`src/rtl/mp_pf_icache_maint_pkg.sv`:
```
// Shared types and widths for the icache maintenance sequencer.
package mp_pf_icache_maint_pkg;

    localparam int unsigned MAINT_ADDR_W = 32;
    localparam int unsigned MAINT_SIZE_W = 8;
    localparam int unsigned MAINT_OP_W   = 3;

    typedef enum logic [MAINT_OP_W-1:0] {
        OP_FLUSH      = 3'd0,
        OP_SEL_FLUSH  = 3'd1,
        OP_PREFETCH   = 3'd2,
        OP_BYPASS_ON  = 3'd3,
        OP_BYPASS_OFF = 3'd4,
        OP_STAT_CLEAR = 3'd5,
        OP_STAT_EN    = 3'd6,
        OP_STAT_DIS   = 3'd7
    } maint_op_e;

    typedef enum logic [1:0] {
        ST_IDLE      = 2'd0,
        ST_ISSUE     = 2'd1,
        ST_WAIT_DONE = 2'd2,
        ST_RESP      = 2'd3
    } maint_state_e;

    typedef struct packed {
        maint_op_e               op;
        logic [MAINT_ADDR_W-1:0] addr;
        logic [MAINT_SIZE_W-1:0] size;
    } maint_cmd_t;

    function automatic int unsigned idx_width(input int unsigned n);
        return (n > 1) ? $clog2(n) : 1;
    endfunction

endpackage

```
`src/rtl/mp_pf_icache_maint_sched_if.sv`:
```
// Requester command bus plus cache-controller maintenance handshakes.
interface mp_pf_icache_maint_sched_if #(
    parameter int unsigned NB_REQ   = 4,
    parameter int unsigned NB_CORES = 4
);
    import mp_pf_icache_maint_pkg::*;

    logic [NB_REQ-1:0]                        req_valid_i;
    logic [NB_REQ-1:0]                        req_ready_o;
    logic [NB_REQ-1:0][MAINT_OP_W-1:0]        req_op_i;
    logic [NB_REQ-1:0][MAINT_ADDR_W-1:0]      req_addr_i;
    logic [NB_REQ-1:0][MAINT_SIZE_W-1:0]      req_size_i;
    logic [NB_REQ-1:0]                        rsp_valid_o;
    logic                                     rsp_err_o;
    logic                                     busy_o;
    logic                                     bypass_req_o;
    logic [NB_CORES:0]                        bypass_ack_i;
    logic                                     flush_req_o;
    logic                                     flush_ack_i;
    logic                                     sel_flush_req_o;
    logic [MAINT_ADDR_W-1:0]                  sel_flush_addr_o;
    logic                                     sel_flush_ack_i;
    logic                                     pf_req_o;
    logic [MAINT_ADDR_W-1:0]                  pf_addr_o;
    logic [MAINT_SIZE_W-1:0]                  pf_size_o;
    logic                                     pf_ack_i;
    logic                                     pf_done_i;
    logic                                     ctrl_clear_regs_o;
    logic                                     ctrl_enable_regs_o;

    modport slave (
        input  req_valid_i, req_op_i, req_addr_i, req_size_i,
               bypass_ack_i, flush_ack_i, sel_flush_ack_i, pf_ack_i, pf_done_i,
        output req_ready_o, rsp_valid_o, rsp_err_o, busy_o, bypass_req_o,
               flush_req_o, sel_flush_req_o, sel_flush_addr_o,
               pf_req_o, pf_addr_o, pf_size_o, ctrl_clear_regs_o, ctrl_enable_regs_o
    );

    modport master (
        output req_valid_i, req_op_i, req_addr_i, req_size_i,
               bypass_ack_i, flush_ack_i, sel_flush_ack_i, pf_ack_i, pf_done_i,
        input  req_ready_o, rsp_valid_o, rsp_err_o, busy_o, bypass_req_o,
               flush_req_o, sel_flush_req_o, sel_flush_addr_o,
               pf_req_o, pf_addr_o, pf_size_o, ctrl_clear_regs_o, ctrl_enable_regs_o
    );

endinterface

```
`src/rtl/mp_pf_icache_maint_rr_arb.sv`:
```
// Round-robin arbiter; search starts one past the last grant, pointer moves only on update.
module mp_pf_icache_maint_rr_arb
    import mp_pf_icache_maint_pkg::*;
#(
    parameter  int unsigned NB_REQ = 4,
    localparam int unsigned IDX_W  = idx_width(NB_REQ)
) (
    input  logic              clk,
    input  logic              rst,
    input  logic [NB_REQ-1:0] valid,
    input  logic              update,
    output logic [NB_REQ-1:0] grant,
    output logic [IDX_W-1:0]  grant_idx
);

    logic [IDX_W-1:0] ptr_q;
    logic             found;
    int unsigned      cand;

    always_comb begin
        grant     = '0;
        grant_idx = '0;
        found     = 1'b0;
        cand      = 0;
        for (int unsigned i = 1; i <= NB_REQ; i++) begin
            cand = 32'(ptr_q) + i;
            if (cand >= NB_REQ) cand = cand - NB_REQ;
            if (!found && valid[IDX_W'(cand)]) begin
                found                 = 1'b1;
                grant[IDX_W'(cand)]   = 1'b1;
                grant_idx             = IDX_W'(cand);
            end
        end
    end

    // Reset value makes requester 0 the first candidate.
    always_ff @(posedge clk or posedge rst) begin
        if (rst) begin
            ptr_q <= IDX_W'(NB_REQ - 1);
        end else if (update && found) begin
            ptr_q <= grant_idx;
        end
    end

endmodule

```
`src/rtl/mp_pf_icache_maint_sched.sv`:
```
// Maintenance command sequencer: arbitrates requesters and runs one cache handshake at a time.
module mp_pf_icache_maint_sched
    import mp_pf_icache_maint_pkg::*;
#(
    parameter int unsigned NB_REQ   = 4,
    parameter int unsigned NB_CORES = 4,
    parameter int unsigned TIMEOUT  = 1024
) (
    input  logic                        clk_i,
    input  logic                        rst_i,
    mp_pf_icache_maint_sched_if.slave   bus
);

    localparam int unsigned IDX_W = idx_width(NB_REQ);
    localparam int unsigned CNT_W = (TIMEOUT == 0) ? 1 : $clog2(TIMEOUT + 1);
    localparam bit          TO_EN = (TIMEOUT != 0);
    localparam logic [CNT_W-1:0] CNT_LAST = CNT_W'((TIMEOUT == 0) ? 0 : TIMEOUT - 1);

    maint_state_e     state_q, state_d;
    maint_cmd_t       cmd_q, cmd_d;
    logic [IDX_W-1:0] owner_q, owner_d;
    logic [CNT_W-1:0] cnt_q, cnt_d;
    logic             to_q, to_d;
    logic             bypass_q, bypass_d;
    logic             en_q, en_d;

    logic [NB_REQ-1:0] grant;
    logic [IDX_W-1:0]  grant_idx;
    logic              accept_c;
    logic              to_hit_c;
    logic              issue_done_c;
    logic              pf_wait_c;
    maint_op_e         acc_op_c;
    logic [NB_CORES:0] bypass_ack;

    assign bypass_ack = bus.bypass_ack_i;
    assign accept_c   = (state_q == ST_IDLE) && (|bus.req_valid_i) && !rst_i;
    assign acc_op_c   = maint_op_e'(bus.req_op_i[grant_idx]);
    assign to_hit_c   = TO_EN && (cnt_q == CNT_LAST);

    mp_pf_icache_maint_rr_arb #(.NB_REQ(NB_REQ)) u_arb (
        .clk       (clk_i),
        .rst       (rst_i),
        .valid     (bus.req_valid_i),
        .update    (accept_c),
        .grant     (grant),
        .grant_idx (grant_idx)
    );

    always_ff @(posedge clk_i or posedge rst_i) begin
        if (rst_i) begin
            state_q  <= ST_IDLE;
            cmd_q    <= '0;
            owner_q  <= '0;
            cnt_q    <= '0;
            to_q     <= 1'b0;
            bypass_q <= 1'b0;
            en_q     <= 1'b0;
        end else begin
            state_q  <= state_d;
            cmd_q    <= cmd_d;
            owner_q  <= owner_d;
            cnt_q    <= cnt_d;
            to_q     <= to_d;
            bypass_q <= bypass_d;
            en_q     <= en_d;
        end
    end

    always_comb begin
        state_d      = state_q;
        cmd_d        = cmd_q;
        owner_d      = owner_q;
        cnt_d        = cnt_q + CNT_W'(1);
        to_d         = to_q;
        bypass_d     = bypass_q;
        en_d         = en_q;
        issue_done_c = 1'b0;
        pf_wait_c    = 1'b0;

        case (state_q)
            ST_IDLE: begin
                if (accept_c) begin
                    owner_d    = grant_idx;
                    cmd_d.op   = acc_op_c;
                    cmd_d.addr = bus.req_addr_i[grant_idx];
                    cmd_d.size = bus.req_size_i[grant_idx];
                    cnt_d      = '0;
                    to_d       = 1'b0;
                    state_d    = ST_ISSUE;
                    // Bypass and stat-enable take effect at acceptance, not at completion.
                    case (acc_op_c)
                        OP_BYPASS_ON:  bypass_d = 1'b1;
                        OP_BYPASS_OFF: bypass_d = 1'b0;
                        OP_STAT_EN:    en_d     = 1'b1;
                        OP_STAT_DIS:   en_d     = 1'b0;
                        default:       ;
                    endcase
                end
            end
            ST_ISSUE: begin
                case (cmd_q.op)
                    OP_FLUSH:      issue_done_c = bus.flush_ack_i;
                    OP_SEL_FLUSH:  issue_done_c = bus.sel_flush_ack_i;
                    OP_PREFETCH: begin
                        issue_done_c = bus.pf_ack_i && bus.pf_done_i;
                        pf_wait_c    = bus.pf_ack_i && !bus.pf_done_i;
                    end
                    OP_BYPASS_ON:  issue_done_c = &bypass_ack;
                    OP_BYPASS_OFF: issue_done_c = ~|bypass_ack;
                    default:       issue_done_c = 1'b1;
                endcase
                if (issue_done_c) begin
                    state_d = ST_RESP;
                end else if (pf_wait_c) begin
                    state_d = ST_WAIT_DONE;
                end else if (to_hit_c) begin
                    state_d = ST_RESP;
                    to_d    = 1'b1;
                end
            end
            ST_WAIT_DONE: begin
                if (bus.pf_done_i) begin
                    state_d = ST_RESP;
                end else if (to_hit_c) begin
                    state_d = ST_RESP;
                    to_d    = 1'b1;
                end
            end
            ST_RESP: begin
                state_d = ST_IDLE;
            end
            default: state_d = ST_IDLE;
        endcase
    end

    // Cache-side requests decode only flopped state/op, never an ack.
    assign bus.req_ready_o        = accept_c ? grant : '0;
    assign bus.busy_o             = (state_q != ST_IDLE);
    assign bus.rsp_valid_o        = (state_q == ST_RESP) ? (NB_REQ'(1) << owner_q) : '0;
    assign bus.rsp_err_o          = (state_q == ST_RESP) && to_q;
    assign bus.flush_req_o        = (state_q == ST_ISSUE) && (cmd_q.op == OP_FLUSH);
    assign bus.sel_flush_req_o    = (state_q == ST_ISSUE) && (cmd_q.op == OP_SEL_FLUSH);
    assign bus.pf_req_o           = (state_q == ST_ISSUE) && (cmd_q.op == OP_PREFETCH);
    assign bus.ctrl_clear_regs_o  = (state_q == ST_ISSUE) && (cmd_q.op == OP_STAT_CLEAR);
    assign bus.sel_flush_addr_o   = cmd_q.addr;
    assign bus.pf_addr_o          = cmd_q.addr;
    assign bus.pf_size_o          = cmd_q.size;
    assign bus.bypass_req_o       = bypass_q;
    assign bus.ctrl_enable_regs_o = en_q;

endmodule
```
`src/flat_wrapper.sv`:
```
// flat-port wrapper written by rule: the top's interface ports become plain ports
module mp_pf_icache_maint_sched_flat import mp_pf_icache_maint_pkg::*;
#(
    parameter int unsigned NB_REQ   = 4,
    parameter int unsigned NB_CORES = 4,
    parameter int unsigned TIMEOUT  = 1024
)
  (clk_i, rst_i, bus_req_valid_i, bus_req_op_i, bus_req_addr_i, bus_req_size_i, bus_bypass_ack_i, bus_flush_ack_i, bus_sel_flush_ack_i, bus_pf_ack_i, bus_pf_done_i, bus_req_ready_o, bus_rsp_valid_o, bus_rsp_err_o, bus_busy_o, bus_bypass_req_o, bus_flush_req_o, bus_sel_flush_req_o, bus_sel_flush_addr_o, bus_pf_req_o, bus_pf_addr_o, bus_pf_size_o, bus_ctrl_clear_regs_o, bus_ctrl_enable_regs_o);
  mp_pf_icache_maint_sched_if #(.NB_REQ(NB_REQ), .NB_CORES(NB_CORES)) bus_i ();
  input  logic clk_i;
  input  logic rst_i;
  input wire logic [$bits(bus_i.req_valid_i)-1:0] bus_req_valid_i;
  input wire logic [$bits(bus_i.req_op_i)-1:0] bus_req_op_i;
  input wire logic [$bits(bus_i.req_addr_i)-1:0] bus_req_addr_i;
  input wire logic [$bits(bus_i.req_size_i)-1:0] bus_req_size_i;
  input wire logic [$bits(bus_i.bypass_ack_i)-1:0] bus_bypass_ack_i;
  input wire logic [$bits(bus_i.flush_ack_i)-1:0] bus_flush_ack_i;
  input wire logic [$bits(bus_i.sel_flush_ack_i)-1:0] bus_sel_flush_ack_i;
  input wire logic [$bits(bus_i.pf_ack_i)-1:0] bus_pf_ack_i;
  input wire logic [$bits(bus_i.pf_done_i)-1:0] bus_pf_done_i;
  output wire logic [$bits(bus_i.req_ready_o)-1:0] bus_req_ready_o;
  output wire logic [$bits(bus_i.rsp_valid_o)-1:0] bus_rsp_valid_o;
  output wire logic [$bits(bus_i.rsp_err_o)-1:0] bus_rsp_err_o;
  output wire logic [$bits(bus_i.busy_o)-1:0] bus_busy_o;
  output wire logic [$bits(bus_i.bypass_req_o)-1:0] bus_bypass_req_o;
  output wire logic [$bits(bus_i.flush_req_o)-1:0] bus_flush_req_o;
  output wire logic [$bits(bus_i.sel_flush_req_o)-1:0] bus_sel_flush_req_o;
  output wire logic [$bits(bus_i.sel_flush_addr_o)-1:0] bus_sel_flush_addr_o;
  output wire logic [$bits(bus_i.pf_req_o)-1:0] bus_pf_req_o;
  output wire logic [$bits(bus_i.pf_addr_o)-1:0] bus_pf_addr_o;
  output wire logic [$bits(bus_i.pf_size_o)-1:0] bus_pf_size_o;
  output wire logic [$bits(bus_i.ctrl_clear_regs_o)-1:0] bus_ctrl_clear_regs_o;
  output wire logic [$bits(bus_i.ctrl_enable_regs_o)-1:0] bus_ctrl_enable_regs_o;
  assign bus_i.req_valid_i = bus_req_valid_i;
  assign bus_i.req_op_i = bus_req_op_i;
  assign bus_i.req_addr_i = bus_req_addr_i;
  assign bus_i.req_size_i = bus_req_size_i;
  assign bus_i.bypass_ack_i = bus_bypass_ack_i;
  assign bus_i.flush_ack_i = bus_flush_ack_i;
  assign bus_i.sel_flush_ack_i = bus_sel_flush_ack_i;
  assign bus_i.pf_ack_i = bus_pf_ack_i;
  assign bus_i.pf_done_i = bus_pf_done_i;
  assign bus_req_ready_o = bus_i.req_ready_o;
  assign bus_rsp_valid_o = bus_i.rsp_valid_o;
  assign bus_rsp_err_o = bus_i.rsp_err_o;
  assign bus_busy_o = bus_i.busy_o;
  assign bus_bypass_req_o = bus_i.bypass_req_o;
  assign bus_flush_req_o = bus_i.flush_req_o;
  assign bus_sel_flush_req_o = bus_i.sel_flush_req_o;
  assign bus_sel_flush_addr_o = bus_i.sel_flush_addr_o;
  assign bus_pf_req_o = bus_i.pf_req_o;
  assign bus_pf_addr_o = bus_i.pf_addr_o;
  assign bus_pf_size_o = bus_i.pf_size_o;
  assign bus_ctrl_clear_regs_o = bus_i.ctrl_clear_regs_o;
  assign bus_ctrl_enable_regs_o = bus_i.ctrl_enable_regs_o;
  mp_pf_icache_maint_sched #(.NB_REQ(NB_REQ), .NB_CORES(NB_CORES), .TIMEOUT(TIMEOUT)) u_core (.clk_i(clk_i), .rst_i(rst_i), .bus(bus_i));
endmodule
```
`config.mk`:
```
export PLATFORM = sky130hd
export DESIGN_NAME = mp_pf_icache_maint_sched_flat
export DESIGN_NICKNAME = d
export VERILOG_FILES = /design/src/rtl/mp_pf_icache_maint_pkg.sv /design/src/rtl/mp_pf_icache_maint_sched_if.sv /design/src/rtl/mp_pf_icache_maint_rr_arb.sv /design/src/rtl/mp_pf_icache_maint_sched.sv /design/src/flat_wrapper.sv
export SDC_FILE = /design/constraint.sdc
export NUM_CORES = 1
export LEC_CHECK = 0
export ABC_CLOCK_PERIOD_IN_PS = 6100
export BUFFER_PORTS_ARGS = -buffer_cell sky130_fd_sc_hd__buf_2
export CORE_AREA = 2 2 107 109
export CTS_CLUSTER_SIZE = 20
export DETAILED_ROUTE_END_ITERATION = 12
export DIE_AREA = 0 0 109 111
export PLACE_DENSITY = 0.8
export SYNTH_ARGS = -nofsm -noshare
export SYNTH_HDL_FRONTEND = slang
export SYNTH_SLANG_ARGS = --single-unit
```
`constraint.sdc`:
```
create_clock -name clk_i -period 6.1 [get_ports clk_i]
set_clock_uncertainty 0.2 [all_clocks]
set_input_delay 0 -clock clk_i [delete_from_list [all_inputs] [get_ports clk_i]]
set_output_delay 0 -clock clk_i [all_outputs]
set_load 0.01 [all_outputs]
```
---- After elaboration in Yosys (flattened, before gate mapping) ----
Index checks and enable logic that the tools add are counted.
operators by class
  add/sub/neg operators ................... 9
  magnitude comparators ................... 13
  eq/ne operators ......................... 17
  shift operators ......................... 1
  multiplexer cells ....................... 60
  bitwise operators ....................... 3
  reductions and logical operators ........ 36
operators with widths
  operator                                                                      count
  32-bit binary-select mux with 2-bit select                                    1
  32-bit 2-to-1 mux                                                             1
  2-bit 2-to-1 mux                                                              13
  4-bit 2-to-1 mux                                                              6
  11-bit 2-to-1 mux                                                             2
  1-bit 2-to-1 mux                                                              20
  1-bit logical AND                                                             17
  8-bit binary-select mux with 2-bit select                                     1
  3-bit == test, second input constant                                          5
  2-bit by 3-bit less-than comparator with 1-bit output, second input constant  5
  4-bit bitwise OR                                                              3
  11-bit by 1-bit adder with 11-bit output, second input constant               1
  11-bit by 10-bit == test with 1-bit output, second input constant             1
  5-bit AND reduction                                                           2
  3-bit by 2-bit == test with 1-bit output, second input constant               3
  3-bit >= comparator, second input constant                                    3
  1-bit binary-select mux with 2-bit select                                     4
  1-bit demux with 2-bit select                                                 4
  2-bit by 1-bit >= comparator with 1-bit output, second input constant         4
  8-bit 2-to-1 mux                                                              1
  2-bit case mux with 4 select lines                                            1
  2-bit by 1-bit subtractor with 2-bit output, second input constant            4
  2-bit by 2-bit adder with 3-bit output, second input constant                 2
  3-bit binary-select mux with 2-bit select                                     1
  other kinds (22)                                                              34
storage, ports and cells
  flip-flop bits (word level) ............. 63
  bits of input ports ..................... 187
  output and inout bits ................... 88
  logic and storage cells ................. 149

---- Logic depth before layout (Yosys ltp) ----
Gate-level depths: netlist of run 1.
  depth in word-level cells ............... 20
  depth in mapped cells ................... 11
  mapped depth without buffers ............ 8

---- Cells and area by module ----
Synthesis of run 1 repeated with hierarchy kept, for this count alone.
unflattened totals
  cell total of the unflattened synthesis .. 407
  area, all modules ....................... 4,875.9 um^2
modules (own cells, without submodules)
  module                     times used  cells an instance  area each (um^2)  seq. area each (um^2)
  mp_pf_icache_maint_sched   1           352                4,349.2           1,526.5
  mp_pf_icache_maint_rr_arb  1           55                 526.8             52.6

---- Worst setup path before layout of run 1 ----
Ideal clock, no wire load.
  kind .................................... register to register
  from .................................... register u_core.u_arb.ptr_q[0]
  to ...................................... register u_core.bypass_q (netlist: u_core.bus.bypass_req_o)
  setup time .............................. 0.127 ns
  arrival time ............................ 2.753 ns
  data required time ...................... 5.773 ns
  slack ................................... 3.020 ns
  cell stages (with the launch flop) ...... 11
  buffers on the path ..................... 2
  clock period less this slack ............ 3.080 ns
  cells stage by stage .................... dfstp_2 > buf_6 > inv_1 > ha_1 > mux2i_4 > a21oi_1 > a311oi_2 > buf_4 > mux4_2 > o31ai_1 > a21oi_1
between the ends
  cells in the longest elaborated chain, start to end .. 20
  elaborated cells on any way between the ends .. 44
  classes of those cells .................. add/sub (8); order compare (4); eq/ne (2); mux (22); reduce/logical (8)
RTL lines
  element                                                                             RTL line                         text
  start: declaration                                                                  mp_pf_icache_maint_rr_arb.sv:16  logic [IDX_W-1:0] ptr_q;
  start signal: assignment                                                            mp_pf_icache_maint_rr_arb.sv:39  ptr_q <= IDX_W'(NB_REQ - 1);
  start signal: assignment                                                            mp_pf_icache_maint_rr_arb.sv:41  ptr_q <= grant_idx;
  2-bit by 1-bit adder with 3-bit output                                              mp_pf_icache_maint_rr_arb.sv:26  cand = 32'(ptr_q) + i;
  3-bit >= comparator or 2-bit by 1-bit subtractor with 2-bit output (tied branches)  mp_pf_icache_maint_rr_arb.sv:27  if (cand >= NB_REQ) cand = cand - NB_REQ;
  2-bit 2-to-1 mux                                                                    mp_pf_icache_maint_rr_arb.sv:27
  1-bit binary-select mux with 2-bit select                                           mp_pf_icache_maint_rr_arb.sv:28  if (!found && valid[IDX_W'(cand)]) begin
  1-bit 2-to-1 mux (not written as such)                                              mp_pf_icache_maint_rr_arb.sv:28
  1-bit 2-to-1 mux                                                                    mp_pf_icache_maint_rr_arb.sv:28
  1-bit zero test                                                                     mp_pf_icache_maint_rr_arb.sv:28
  1-bit logical AND                                                                   mp_pf_icache_maint_rr_arb.sv:28
  [... 4 more ...]                                                                    n/a
  1-bit zero test                                                                     mp_pf_icache_maint_rr_arb.sv:28
  1-bit logical AND                                                                   mp_pf_icache_maint_rr_arb.sv:28
  2-bit 2-to-1 mux (*)                                                                mp_pf_icache_maint_rr_arb.sv:28
  3-bit binary-select mux with 2-bit select (*)                                       mp_pf_icache_maint_sched.sv:38   assign acc_op_c = maint_op_e'(bus.req_op_i[grant_idx]);
  3-bit 2-to-1 mux (not written as such) (*)                                          mp_pf_icache_maint_sched.sv:38
  3-bit by 2-bit == test with 1-bit output or 3-bit == test (tied branches)           mp_pf_icache_maint_sched.sv:92   case (acc_op_c)
  2-bit nonzero test (no line)                                                        n/a
  3-bit AND reduction (no line)                                                       n/a
  end signal: assignment                                                              mp_pf_icache_maint_sched.sv:65   bypass_q <= bypass_d;
  end: declaration                                                                    mp_pf_icache_maint_sched.sv:24   logic bypass_q, bypass_d;
Every way passes the cells marked *; elsewhere a longest branch is shown, timed or not. The select of a mux whose other input is x is not followed.
A chain may end at the register's enable or synchronous reset.

---- Final worst setup path of run 1 ----
  from .................................... register u_core.u_arb.ptr_q[0]
  to ...................................... register u_core.cmd_q (netlist bit u_core.bus.pf_size_o[5])
between the ends
  cells in the longest elaborated chain, start to end .. 17
  elaborated cells on any way between the ends .. 39
  classes of those cells .................. add/sub (8); order compare (4); mux (21); reduce/logical (6)
RTL lines
  element                                                                             RTL line                         text
  2-bit by 1-bit adder with 3-bit output                                              mp_pf_icache_maint_rr_arb.sv:26
  3-bit >= comparator or 2-bit by 1-bit subtractor with 2-bit output (tied branches)  mp_pf_icache_maint_rr_arb.sv:27
  2-bit 2-to-1 mux                                                                    mp_pf_icache_maint_rr_arb.sv:27
  1-bit binary-select mux with 2-bit select                                           mp_pf_icache_maint_rr_arb.sv:28
  1-bit 2-to-1 mux (not written as such)                                              mp_pf_icache_maint_rr_arb.sv:28
  1-bit 2-to-1 mux                                                                    mp_pf_icache_maint_rr_arb.sv:28
  1-bit zero test                                                                     mp_pf_icache_maint_rr_arb.sv:28
  1-bit logical AND                                                                   mp_pf_icache_maint_rr_arb.sv:28
  1-bit 2-to-1 mux                                                                    mp_pf_icache_maint_rr_arb.sv:28
  1-bit zero test                                                                     mp_pf_icache_maint_rr_arb.sv:28
  1-bit logical AND                                                                   mp_pf_icache_maint_rr_arb.sv:28
  1-bit 2-to-1 mux                                                                    mp_pf_icache_maint_rr_arb.sv:28
  1-bit zero test                                                                     mp_pf_icache_maint_rr_arb.sv:28
  1-bit logical AND                                                                   mp_pf_icache_maint_rr_arb.sv:28
  2-bit 2-to-1 mux (*)                                                                mp_pf_icache_maint_rr_arb.sv:28
  8-bit binary-select mux with 2-bit select (*)                                       mp_pf_icache_maint_sched.sv:87   cmd_d.size = bus.req_size_i[grant_idx];
  8-bit 2-to-1 mux (not written as such) (*)                                          mp_pf_icache_maint_sched.sv:87
  end signal: assignment                                                              mp_pf_icache_maint_sched.sv:61   cmd_q <= cmd_d;
  end: declaration                                                                    mp_pf_icache_maint_sched.sv:20   maint_cmd_t cmd_q, cmd_d;
Marked as above.

==> results of run 1 <==
power breakdown:
group	internal, mW	total, mW	leakage (nW)	switching (mW)
clock network	0.356	0.534	0.151	0.177
logic	0.869	1.97	2.80	1.10
registers	0.604	0.787	0.791	0.182
total	1.83	3.29	3.74	1.46
per-layer routing:
metal	part of all wire, %	GRT usage [%]
met5	0	0
met3	6.9	6.58
met1	40	29.6
met2	50	42.7
met4	3.2	9.74
placed cells by master, fill, tap and decap left out, drive strengths merged, types with 3 or more instances in the layout:
cell type	netlist	routed
nand3	4	4
a31oi	3	3
xnor2	3	3
nand4	3	3
a22oi	5	5
mux2i	3	3
a311oi	41	41
nor2	30	30
dfrtp	61	61
diode	0	3
nor3b	4	4
nor4b	3	3
a221oi	5	5
mux2	3	3
a211oi	42	42
and2	42	42
buf	88	279
inv	11	11
ha	14	14
a21o	41	41
a21oi	11	11
xor2	5	5
nand2	102	102
dlygate4sd3	0	90
o21ai	10	10
mux4	4	4
clkbuf	26	12
and3	3	3
nor3	4	4
cells by family (layout without fill, tap and decap cells):
| kind of cell | count (synthesis) | in the layout | share of synthesized area, % |
|---|---|---|---|
| xor+xnor | 8 | 8 | 1.41 |
| fa+ha+maj | 14 | 14 | 3.52 |
| buf+inv | 125 | 396 | 15.6 |
| simple gates | 203 | 203 | 19.0 |
| mux | 10 | 10 | 3.42 |
| other cells | 0 | 3 | 0 |
| compound gates | 166 | 166 | 25.4 |
| flops | 63 | 63 | 31.7 |
sequential cells by signal, summed over array words and instances, names as in the netlist:
name                           count
u_core.state_q                     2
u_core.u_arb.ptr_q                 2
u_core.bus.ctrl_enable_regs_o      1
u_core.owner_q                     2
u_core.bus.pf_size_o               8
u_core.cmd_q                       3
u_core.cnt_q                      11
u_core.to_q                        1
u_core.bus.pf_addr_o              32
u_core.bus.bypass_req_o            1
per-stage QoR:
step                      area (sq um)  instances  total power [mW]  util (%)  hold slack [ps]
final                             7080       1006              3.29      63.9             7.72
after detailed placement          5860        897              2.59      52.9            -52.8
after CTS                         7070       1003              3.28      63.8             2.11
after global routing              7080       1005              3.54      63.9             31.9
after global placement            5860        897              2.55      52.9            -51.4
after floorplan                   4980        589              2.36         -             59.6
worst max path at each step:
stage                                                 start                                         to  slack (ps)
after detailed placement  u_core.u_arb.ptr_q[0]$_DFFE_PP1P_  u_core.bus.ctrl_enable_regs_o$_DFFE_PP0P_        2360
after global routing      u_core.u_arb.ptr_q[0]$_DFFE_PP1P_        u_core.bus.pf_size_o[5]$_DFFE_PP0P_        1460
final                     u_core.u_arb.ptr_q[0]$_DFFE_PP1P_        u_core.bus.pf_size_o[5]$_DFFE_PP0P_        1800
after floorplan           u_core.u_arb.ptr_q[0]$_DFFE_PP1P_        u_core.bus.bypass_req_o$_DFFE_PP0P_        3020
after CTS                 u_core.u_arb.ptr_q[0]$_DFFE_PP1P_               u_core.cmd_q[42]$_DFFE_PP0P_        1850
after global placement    u_core.u_arb.ptr_q[0]$_DFFE_PP1P_        u_core.bus.pf_addr_o[5]$_DFFE_PP0P_        2450
layout make-up:
class | instances | share of cell area, %
Tap cell | 143 | 2.53
Inverter | 11 | 0.583
Clock buffer | 12 | 3.34
Sequential cell | 63 | 22.3
Antenna cell | 3 | 0.106
Multi-Input combinational cell | 401 | 37.5
Clock inverter | 4 | 0.990
Timing Repair Buffer | 369 | 32.6
synth_stat cells, types with 4 or more instances:
cell type / count / share of area (%)
a211oi_1: 42 / 6.3
a21o_1: 41 / 6.2
a21oi_1: 11 / 1.1
a221oi_1: 4 / 0.70
a22oi_1: 5 / 0.75
a311oi_1: 40 / 7.0
and2_1: 42 / 5.3
buf_2: 7 / 0.70
buf_4: 77 / 12
clkbuf_1: 26 / 2.0
dfrtp_1: 61 / 31
ha_1: 14 / 3.5
inv_1: 11 / 0.83
mux4_2: 4 / 1.8
nand2_1: 102 / 7.7
nand3_1: 4 / 0.40
nor2_1: 30 / 2.3
nor3_1: 4 / 0.40
nor3b_1: 4 / 0.60
o21ai_0: 10 / 1.0
xor2_1: 5 / 0.88
critical path, delay by kind of cell (launching register included):
family,cells,cell delay [ps]
compound gates,4,1360
fa+ha+maj,1,500
buf+inv,3,1370
simple gates,1,110
flops,1,680
==> results.md, run 1 <==
- The run finished with clean final reports.
- TritonCTS built the clock tree.
- The max-slew violation count came to 0.
- Synthesis produced 589 cells.
- The analysis attributes to cell leakage a power of roughly 3.7 nW.
- The worst path needs around 4300 ps of the cycle, external delays included.
- The half-perimeter wire length after detailed placement is 10.3 mm.
- The worst voltage drop across the vdd grid is 0.000275 V.
- At the worst endpoint, the required time is 6170 ps.
- The startpoint of the most critical hold path is bus_req_op_i[8].
- The multi-input combinational cell area is 0.00266 sq mm.
- The wire length of the first global-routing pass is 24.3 mm.
- No sink is reached through more buffers than the 2 on the longest clock path.
- The insertion delay of the later-clocked pin in the worst-skew pair is 320 ps.
- Setup repair after global routing left no endpoint under its margin.
- Cells with a size suffix above 1 make up 36.0% of the layout.
- The filler cell count in the final layout is 916.
- The netlist area before placement is 0.00498 sq mm.
- The worst setup path is of the flip-flop to flip-flop kind.
- At the worst endpoint, the arrival time is 4360 ps.
- The floorplan step set the die height to 111 um.
- The number of clock buffers inserted by TritonCTS is 9.
- For this run, asynchronously set or reset flops after synthesis account for between 90% and 100%.
- Headroom to the max-slew limit came out at 19.0%.
- Once the floorplan was initialized, standard cells occupied 45.0% of the core.
- The instance count along the most critical hold path is 3.
- The post-route worst setup slack is 1800 ps.
- The register-to-register setup slack is 1800 ps.
- The count of state elements after synthesis is 63.
- The clock sink count is between 60 and 70.
- Port buffering added 274 buffers.
- The signal on the critical path passes through inv_1, ha_1, a21oi_1, a21oi_4, buf_4, nand2_1, a311oi_1, dlygate4sd3_1, a21o_1.
- Using the TritonRoute via totals, the vias-per-cell ratio works out to about 5.3.
- The length of the first detailed-routing pass in iterations is 4.
- The final-report setup violation count is 0.
- The last weighted congestion value of the routability-driven placer is 0.867.
- The final count of hold timing violations is 0.
- The top achievable clock speed is 0.233 GHz.
- The first routing iteration left roughly 310 violations.
- The horizontal die dimension is between 100 and 150 um.
- The mean instance size in the synthesized netlist is 8.45 sq um.
- Along the worst path, the maximum fanout reaches 50.
- The count of max-cap constraint violations is 0.
- The number of top-level pins is approximately 280.
- The launching element type of the critical path is a flip-flop.
- The die covers 0.0121 sq mm.
- The number of H-tree levels is 3.
- On the worst path, the slowest cell contributes a delay of 770 ps.
- After the last flow step, the layout net total stands at 1056.
- The area growth from synthesis to layout is 42.2%.
- The number of antenna violations at the first check in global routing is 3.
- The terminating pin of the worst hold path is u_core.bus.ctrl_enable_regs_o$_DFFE_PP0P_.
- The sum of negative setup slack is 0 ps.
- The number of global-route vias before repair is 5165.
- In this run the standard cell core region covers 0.0111 sq mm.
- The total global routing overflow is 0.
- The number of antenna-violating nets in the routed design is 0.
- STA classifies the critical path endpoint as a flip-flop.
- The detailed-route DRC error count is 0.
- The post-route fraction of the period consumed by the critical path is 70.4%.
- Gates resized during post-CTS repair numbered 0.
- The overall track demand over capacity in global routing is between 20% and 30%.
- The type of the most critical hold path is primary input to flip-flop.
- The number of cells on the worst reg-to-reg path is 9.
- The count of hold-fix buffers inserted at cts is 90.
- The slowest stage cell on the critical path is a21oi_4.
- Entering global routing, the biggest net connects 90 pins.
- The CTS clock-pin slew for the worst setup and hold paths is 60 ps.
- The total nets after synthesis is 790.
- The part of the Yosys area used for sequential elements is 31.7%.
- Before CTS, the worst setup slack after placement is around 2400 ps.
- The number of enable-type register cells in the synthesized netlist is 0.
- The cell sitting at the root of the clock tree is a clkbuf_16.
- Dividing the detail-routed wire length by the instance count gives 15.0 um.
- Buffers added to address setup during post-CTS repair amount to 0.
- The number of different library cells in the post-synthesis netlist is 46.
- The total power divided by cell area is 464 mW/mm^2.
- The floorplan has 39 rows.
- The transition at the pin with the smallest max-transition slack is around 1200 ps.
- The beginning of the worst register-to-register path is u_core.u_arb.ptr_q[0]$_DFFE_PP1P_.
- The total number of yosys warnings is 0.
- The routed layout has 5357 vias.
- The endpoint of the most critical register-to-register path is u_core.bus.pf_size_o[5]$_DFFE_PP0P_.
- The footprint of the flip-flops and latches is 0.00158 sq mm.
- Among all flip-flop cells after synthesis, the most frequent one is dfrtp_1.
- The total detailed-routing wirelength is about 15 mm.
Note: power is estimated with default switching activity, not from simulation.
==> run 2, diff against run 1 <==
Settings changed: ABC_CLOCK_PERIOD_IN_PS 6100 to 3700, CORE_AREA 2 2 107 109 to unset, CORE_MARGIN set to 2, CORE_UTILIZATION set to 41, DIE_AREA 0 0 109 111 to unset, PLACE_DENSITY 0.8 to 0.76.
Clock period 6.1 ns to 3.7 ns, I/O delays scaled along.
==> run 2 against run 1 <==
Die area increased by 7.8%. Utilization decreased by 0.72 points. Total power is 64% higher. Sequential cell count unchanged. Maximum frequency grew 23%. Register-to-register slack got worse by 1600 ps. First-iteration DRC count is 13% higher. Via count rose by 4.4%. Combinational power is 66% higher. Critical path type unchanged. Largest cell class is now buffers. Largest power group unchanged.
==> results.md, run 2 (synthesis gave the netlist of run 1 again) <==
- The static leakage power is 3.84 nW.
- At the worst endpoint, the arrival time is 3530 ps.
- The overall track demand over capacity in global routing is approximately 25%.
- The worst setup slack before clock tree synthesis is 373 ps.
- The library cells used most frequently in the layout, excluding fill and tap cells, are buf_2, dlygate4sd3_1, nand2_1.
- In this run the worst hold path is classified as primary input to flip-flop.
- The final layout contains routed wiring with a total length of about 17 mm.
- The worst voltage drop across the vdd grid is 0.000512 V.
- The count of vias placed by the detailed router is 5594.
- The flow ran to the end, and the final reports show no timing, DRC or antenna violations.
- The worst hold path was traced through 5 stages.
- Registers take 0.00158 sq mm.
- The critical path in this run is classified as flip-flop to flip-flop.
- The commonest non-fill, non-tap cell in the layout is buf_2.
- The maximum buffer depth of the clock tree is 2.
- The number of cells on the worst reg-to-reg path is 8.
- The number of buffer cells added on primary ports is 274.
- The number of antenna-violating nets in the routed design is 0.
- The area growth from synthesis to layout is 51.2%.
- The endpoint identified for the worst register-to-register timing path is u_core.bus.ctrl_enable_regs_o$_DFFE_PP0P_.
- The number of placed instances, taps included is 907.
- The count of buffers added by post-CTS timing repair for setup is 0.
- The finished cells cover roughly 0.0075 sq mm.
- For this run, the number of standard cells in the final layout without fillers is 1052.
- The worst setup path is captured at a flip-flop.
- The core region is 0.0119 sq mm.
- Derived from the worst setup path, the maximum achievable clock frequency is 0.286 GHz.
- The terminating pin of the worst hold path is u_core.bus.pf_addr_o[22]$_DFFE_PP0P_.
- The final critical path takes up between 90% and 100% of the cycle.
- At the pin with the least slew margin, the transition time is 852 ps.
- In this run the number of H-tree levels came out at 3.
- Internal power comes to 2.92 mW.
- The overall die height is 114 um.
- 0 antenna diodes ended up in the layout.
- In the final timing run, aggregate negative setup slack is 0 ps.
- The last weighted congestion value of the routability-driven placer is between 0.8 and 0.9.
- The shortest clock period the worst path allows after layout is 3490 ps.
- The launching instance or port of the critical path is u_core.u_arb.ptr_q[1]$_DFFE_PP1P_.
- In this run the worst path has a maximum fanout of 8.
- The largest net degree at the start of global routing is 56.
- After detailed routing, the number of vias per cell comes to about 5.3.
- Across the run, the number of max-cap violations was 0.
- The total power divided by cell area is between 700 and 800 mW/mm^2.
- Hold is met by about 21 ps.
- In this run the critical register-to-register path is launched from u_core.u_arb.ptr_q[1]$_DFFE_PP1P_.
- In this run the power spent charging and discharging nets is 2.47 mW.
- The number of top-level pins is roughly 280.
- The number of antenna violations at the first check in global routing is 0.
- Summing all multi-input logic gate instances after layout gives 0.00266 sq mm.
- The launching element type of the critical path is a flip-flop.
- Data on the critical path is required at its endpoint by about 3700 ps.
- In the routed design, unresolved DRC markers number 0.
- The TritonCTS clock tree is yes.
- The post-layout net count is 1103.
- The number of clock buffers inserted by TritonCTS is 9.
- The startpoint of the most critical hold path is bus_req_addr_i[22].
- Clock tree synthesis selected as its root buffer the cell clkbuf_16.
- The final count of hold timing violations is 0.
- Dividing the detail-routed wire length by the instance count gives 16.2 um.
- The insertion delay of the later-clocked pin in the worst-skew pair is roughly 320 ps.
- Setup violations remaining at the end of the flow were counted as 0.
- The combinational group share of total power is 60.9%.
- The worst register-to-register path has a setup slack of 210 ps.
- Clock-pin slew was measured on the worst setup and hold paths at 60 ps.
- Of the cells placed in the final design, the portion with a size suffix greater than 1 is 35.1%.
- The die covers 0.0130 sq mm.
- The switching part of the total power is 45.9%.
- For this run the aggregate overflow at the end of global routing stands at 0.
- The detailed router finished its first iteration with ~350 violations.
- The floorplan step set the die width to 114 um.
- The number of standard-cell rows in the floorplan is 40.
- The first global-routing pass estimated about 27 mm of wire.
- The share of total power dissipated in the clock network is 15.4%.
- The max-slew violation count is 0.
- The initial utilization of the core area, before any placement, comes to a little over two fifths.
- The half-perimeter wire length after detailed placement is 10.3 mm.
- Setup repair after global routing left no endpoint under its margin.
- Clock tree synthesis found a total of 63 sinks.
- The length of the first detailed-routing pass in iterations is 4.
- Of the total power, registers draw a little under a quarter.
- After filler insertion, the fill cell instance count of the layout stands at about 950.
- Headroom to the max-slew limit came out at 43.2%.
- Across all setup checks in the final design, the least slack found is ~200 ps.
- The number of global-route vias before repair came to about 5500.
- The register with the most flip-flops in the layout has 32 of them.
- In this run the cell area measured after placement is 0.00593 sq mm.
## run 2: critical path, stage by stage (launching register included)
cell	delay, ps
dfstp_2	610
inv_1	160
ha_2	460
mux2i_4	280
a21oi_1	130
a311oi_4	340
mux4_2	410
dlygate4sd3_1	610
a41oi_1	210
## run 2: cell type report
cell class                 instances  share of cell area [%]
sequential                        63                    21.0
timing repair buffer             416                    36.9
clock inverter                     4                   0.632
inverter                          11                   0.549
tap                              147                    2.44
clock buffer                      10                    3.17
multi-input combinational        401                    35.3
## run 2: repair_timing
action                     CTS  global route
setup endpoints to repair    0             1
resized for setup            0             1
hold buffers               131             0
hold endpoints to repair    90             0
## run 2: worst max path at each step
stage,to,depth (start not counted)
floorplan,u_core.bus.bypass_req_o$_DFFE_PP0P_,10
global placement,u_core.bus.pf_addr_o[21]$_DFFE_PP0P_,9
detailed placement,u_core.bus.pf_addr_o[20]$_DFFE_PP0P_,9
CTS,u_core.bus.ctrl_enable_regs_o$_DFFE_PP0P_,8
global route,u_core.bus.ctrl_enable_regs_o$_DFFE_PP0P_,8
finish,u_core.bus.ctrl_enable_regs_o$_DFFE_PP0P_,8
## run 2: routing by layer
metal	GRT usage (%)	vias up	part of all wire, %
li1	-	2653	-
met1	29.6	2633	40
met2	45.2	274	51
met3	6.83	34	6.8
met4	8.29	0	2.5
met5	0	-	0
## run 2: per-stage QoR
step           utilization, %  total power [mW]
5_1_grt                  63.2              5.78
6_report                 63.2              5.39
3_5_place_dp             49.8              4.34
4_1_cts                  63.2              5.32
3_3_place_gp             49.8              4.30
2_1_floorplan               -              3.89
## run 2: power groups by stage
stage          Clock [mW]  Combinational (mW)  Sequential, mW
5_1_grt             0.880                3.58            1.32
3_3_place_gp            0                3.03            1.27
3_5_place_dp            0                3.06            1.28
2_1_floorplan           0                2.70            1.18
4_1_cts             0.852                3.20            1.27
6_report            0.831                3.28            1.28
==> run 3, diff against run 2 <==
Settings changed: CORE_ASPECT_RATIO set to 1.5.
==> run 3 against run 2 <==
Worst setup slack lost 68 ps. Register-to-register slack lost 70 ps. Die area rose by 0.14%. Global-route usage down 0.59 points. Largest cell class is now multi-input gates. Sequential power about the same. Largest power group unchanged. Maximum frequency is 1.9% lower. Critical path depth rose by 3.
==> results.md, run 3 (synthesis gave the netlist of run 1 again) <==
- In this run the remaining antenna-violating nets after routing total 0.
- The critical path depth in cells is 11.
- The endpoint of the most critical register-to-register path is u_core.cmd_q[40]$_DFFE_PP0P_.
- The number of standard-cell rows in the floorplan is 49.
- Measured against its own limit, the worst slew margin works out to a little over a third.
- The maximum buffer depth of the clock tree is 2.
- The clock net in this run drives a total of 63 sinks.
- The path class of the tightest hold or removal check is primary input to flip-flop.
- The clock network accounts for 14.9% of the total power.
- The flow ran to the end, and the final reports show no timing, DRC or antenna violations.
- The number of placed instances, taps included is between 900 and 1000.
- For the worst flop-to-flop path, the logic depth is 11.
- The average via count per standard cell is 5.31.
- For this design the top-level I/O count stands at 275.
- In the finished design, the share of the clock period the worst path needs comes to 96.3%.
- The final-report setup violation count is 0.
- The post-layout net count is 1087.
- On the critical path, the stage with the largest delay is an instance of dfstp_2.
- Walking the worst path, the cells encountered are inv_1, ha_2, mux2i_4, a21oi_1, a311oi_4, buf_4, buf_4, mux4_2, dlygate4sd3_1, nand2_1, o21ai_0.
- The top achievable clock speed is 0.281 GHz.
- For this configuration, the core starts out at a cell density of 41.9%.
- The classification of the worst setup path is flip-flop to flip-flop.
- The element type at the critical path end is a flip-flop.
- The combinational group share of total power is 62.2%.
- The number of antenna violations at the first check in global routing was 1.
- The insertion delay of the later-clocked pin in the worst-skew pair is 320 ps.
- The required time of the critical path is 3670 ps.
- The count of vias placed by the detailed router is 5552.
- The final layout contains routed wiring with a total length of 16.8 mm.
- The design draws 5.60 mW.
- For this run, the detailed router's first-pass iteration total came to 5.
- The TritonCTS clock tree is yes.
- The wire length per cell is about 16 um.
- Data arrives at the worst endpoint at roughly 3500 ps.
- The total global routing overflow is 0.
- Max-cap violations in this run came to 0.
- The launching element type of the critical path is a flip-flop.
- The switching part of the total power is 44.7%.
- The detailed router finished its first iteration with roughly 190 violations.
- The area growth from synthesis to layout is 48.9%.
- The largest single stage delay on the critical path is roughly 600 ps.
- The transition at the pin with the smallest max-transition slack is 963 ps.
- Cells with a size suffix above 1 make up 36.4% of the layout.
- The analysis attributes to net switching a power of ~2.5 mW.
- The total die area is 0.0131 sq mm.
- Of all nets on the critical path, the largest fanout is 8.
- In this run the clock root is driven by a clkbuf_16.
- Sequential cells burn 22.9% of the power.
- OpenSTA, run right after detailed placement, puts the worst setup slack at 328 ps.
- Routability-driven placement finished with a final weighted congestion of 0.921.
- The buffering stage count on the worst path with inverters included is 4.
- Adding up every negative setup slack in the final design gives 0 ps.
- Hold is met by 12.1 ps.
- Counting stages on the worst path, the most repeated cell is buf_4.
- The library cell used most frequently in the layout, excluding fill and tap cells, is buf_2.
- The final count of hold timing violations is 0.
- Clock tree synthesis inserted a total of 9 buffers.
- The wire-length estimate of the detail-placed layout is 11.0 mm.
- CTS built an H-tree with a depth of 3.
- For this design the ratio of total power to cell area is 755 mW/mm^2.
- The number of flip-flops in the largest register is 32.
- The beginning of the worst register-to-register path is u_core.u_arb.ptr_q[1]$_DFFE_PP1P_.
- The floorplan step set the die height to about 140 um.
- Setup repair after global routing could not meet its margin everywhere.
- After clock tree synthesis, the clock-pin slew on the worst setup and hold paths is 50 ps.
- The detailed-route DRC error count is 0.
- Entering global routing, the biggest net connects a little over 80 pins.
- The non-filler instance count after layout is between 1000 and 1500.
- Following the worst setup path forward leads to its endpoint at u_core.cmd_q[40]$_DFFE_PP0P_.
- The wire length of the first global-routing pass is between 20 and 30 mm.
- The top cell types in the final layout, fill and taps aside, are buf_2, dlygate4sd3_1, nand2_1.
- The floorplan core area is 0.0119 sq mm.
- The analysis attributes to cell leakage a power of 3.85 nW.
- The routed design could run at a clock period as short as 3560 ps.
- Across every metal layer, demand over resource in global routing totals 24.8%.
- The register-to-register setup slack is 140 ps.
- The post-route worst setup slack is 138 ps.
- The internal power of the cells totals 3.09 mW.
- The worst voltage drop across the vdd grid is about 0.00042 V.
- The die is 94.0 um wide.
- The max-slew violation count came to 0.
- The critical path starts at u_core.u_arb.ptr_q[1]$_DFFE_PP1P_.
- The number of global-route vias before repair is 5581.
- Port buffering added 274 buffers.
- In this design, the largest share of critical-path delay is due to buffers and inverters.
run 3: routing by layer:
layer	track usage (%)	share of wire, %	wire, um	vias to the layer above
met3	5.49	6.3	1050	47
li1	-	-	-	2628
met4	11.0	3.7	620	0
met2	45.7	53	8920	263
met5	0	0	0	-
met1	26.2	37	6190	2614
run 3: through the flow:
| stage | instance area [sq um] | util, % |
|---|---|---|
| after floorplan | 4980 | - |
| after global placement | 5950 | 50.0 |
| after detailed placement | 5950 | 50.0 |
| after CTS | 7330 | 61.7 |
| after global routing | 7410 | 62.3 |
| final | 7410 | 62.3 |
run 3: worst min-delay path by stage:
stage                                                     end  cells past startpoint  slack, ps          startpoint
floorplan                 u_core.bus.bypass_req_o$_DFFE_PP0P_                      3         60               rst_i
global placement                u_core.owner_q[0]$_DFFE_PP0P_                      2        120               rst_i
detailed placement       u_core.bus.pf_addr_o[12]$_DFFE_PP0P_                      2        120               rst_i
CTS                 u_core.bus.ctrl_enable_regs_o$_DFFE_PP0P_                      3          8    bus_req_op_i[10]
global route        u_core.bus.ctrl_enable_regs_o$_DFFE_PP0P_                      3         30     bus_req_op_i[1]
finish                    u_core.bus.pf_addr_o[6]$_DFFE_PP0P_                      4         10  bus_req_addr_i[70]
run 3: power groups by stage:
| stage | clock network [mW] | registers (mW) | logic [mW] |
|---|---|---|---|
| 2_1_floorplan | 0 | 1.18 | 2.70 |
| 3_3_place_gp | 0 | 1.27 | 3.06 |
| 3_5_place_dp | 0 | 1.28 | 3.12 |
| 4_1_cts | 0.860 | 1.27 | 3.30 |
| 5_1_grt | 0.885 | 1.32 | 3.82 |
| 6_report | 0.836 | 1.28 | 3.48 |
run 3: timing repair:
action,4_1_cts,5_1_grt
resized for setup,0,2
setup buffers,0,6
endpoints found under the hold margin,94,0
endpoints found under the setup margin,0,24
hold buffers,109,0
run 3: area by class of cell:
| cell class | instances | area, sq um |
|---|---|---|
| Timing Repair Buffer | 400 | 2650 |
| Clock inverter | 4 | 45.0 |
| Clock buffer | 12 | 246 |
| Inverter | 11 | 41.3 |
| Fill cell | 999 | 4480 |
| Tap cell | 153 | 191 |
| Multi-Input combinational cell | 401 | 2660 |
| Sequential cell | 63 | 1580 |
| Antenna cell | 1 | 2.50 |
run 3: tightest hold or removal path, cell delays in order:
cell	delay (ps)
buf_2	100
a211oi_1	70
a311oi_1	220
a21o_1	110
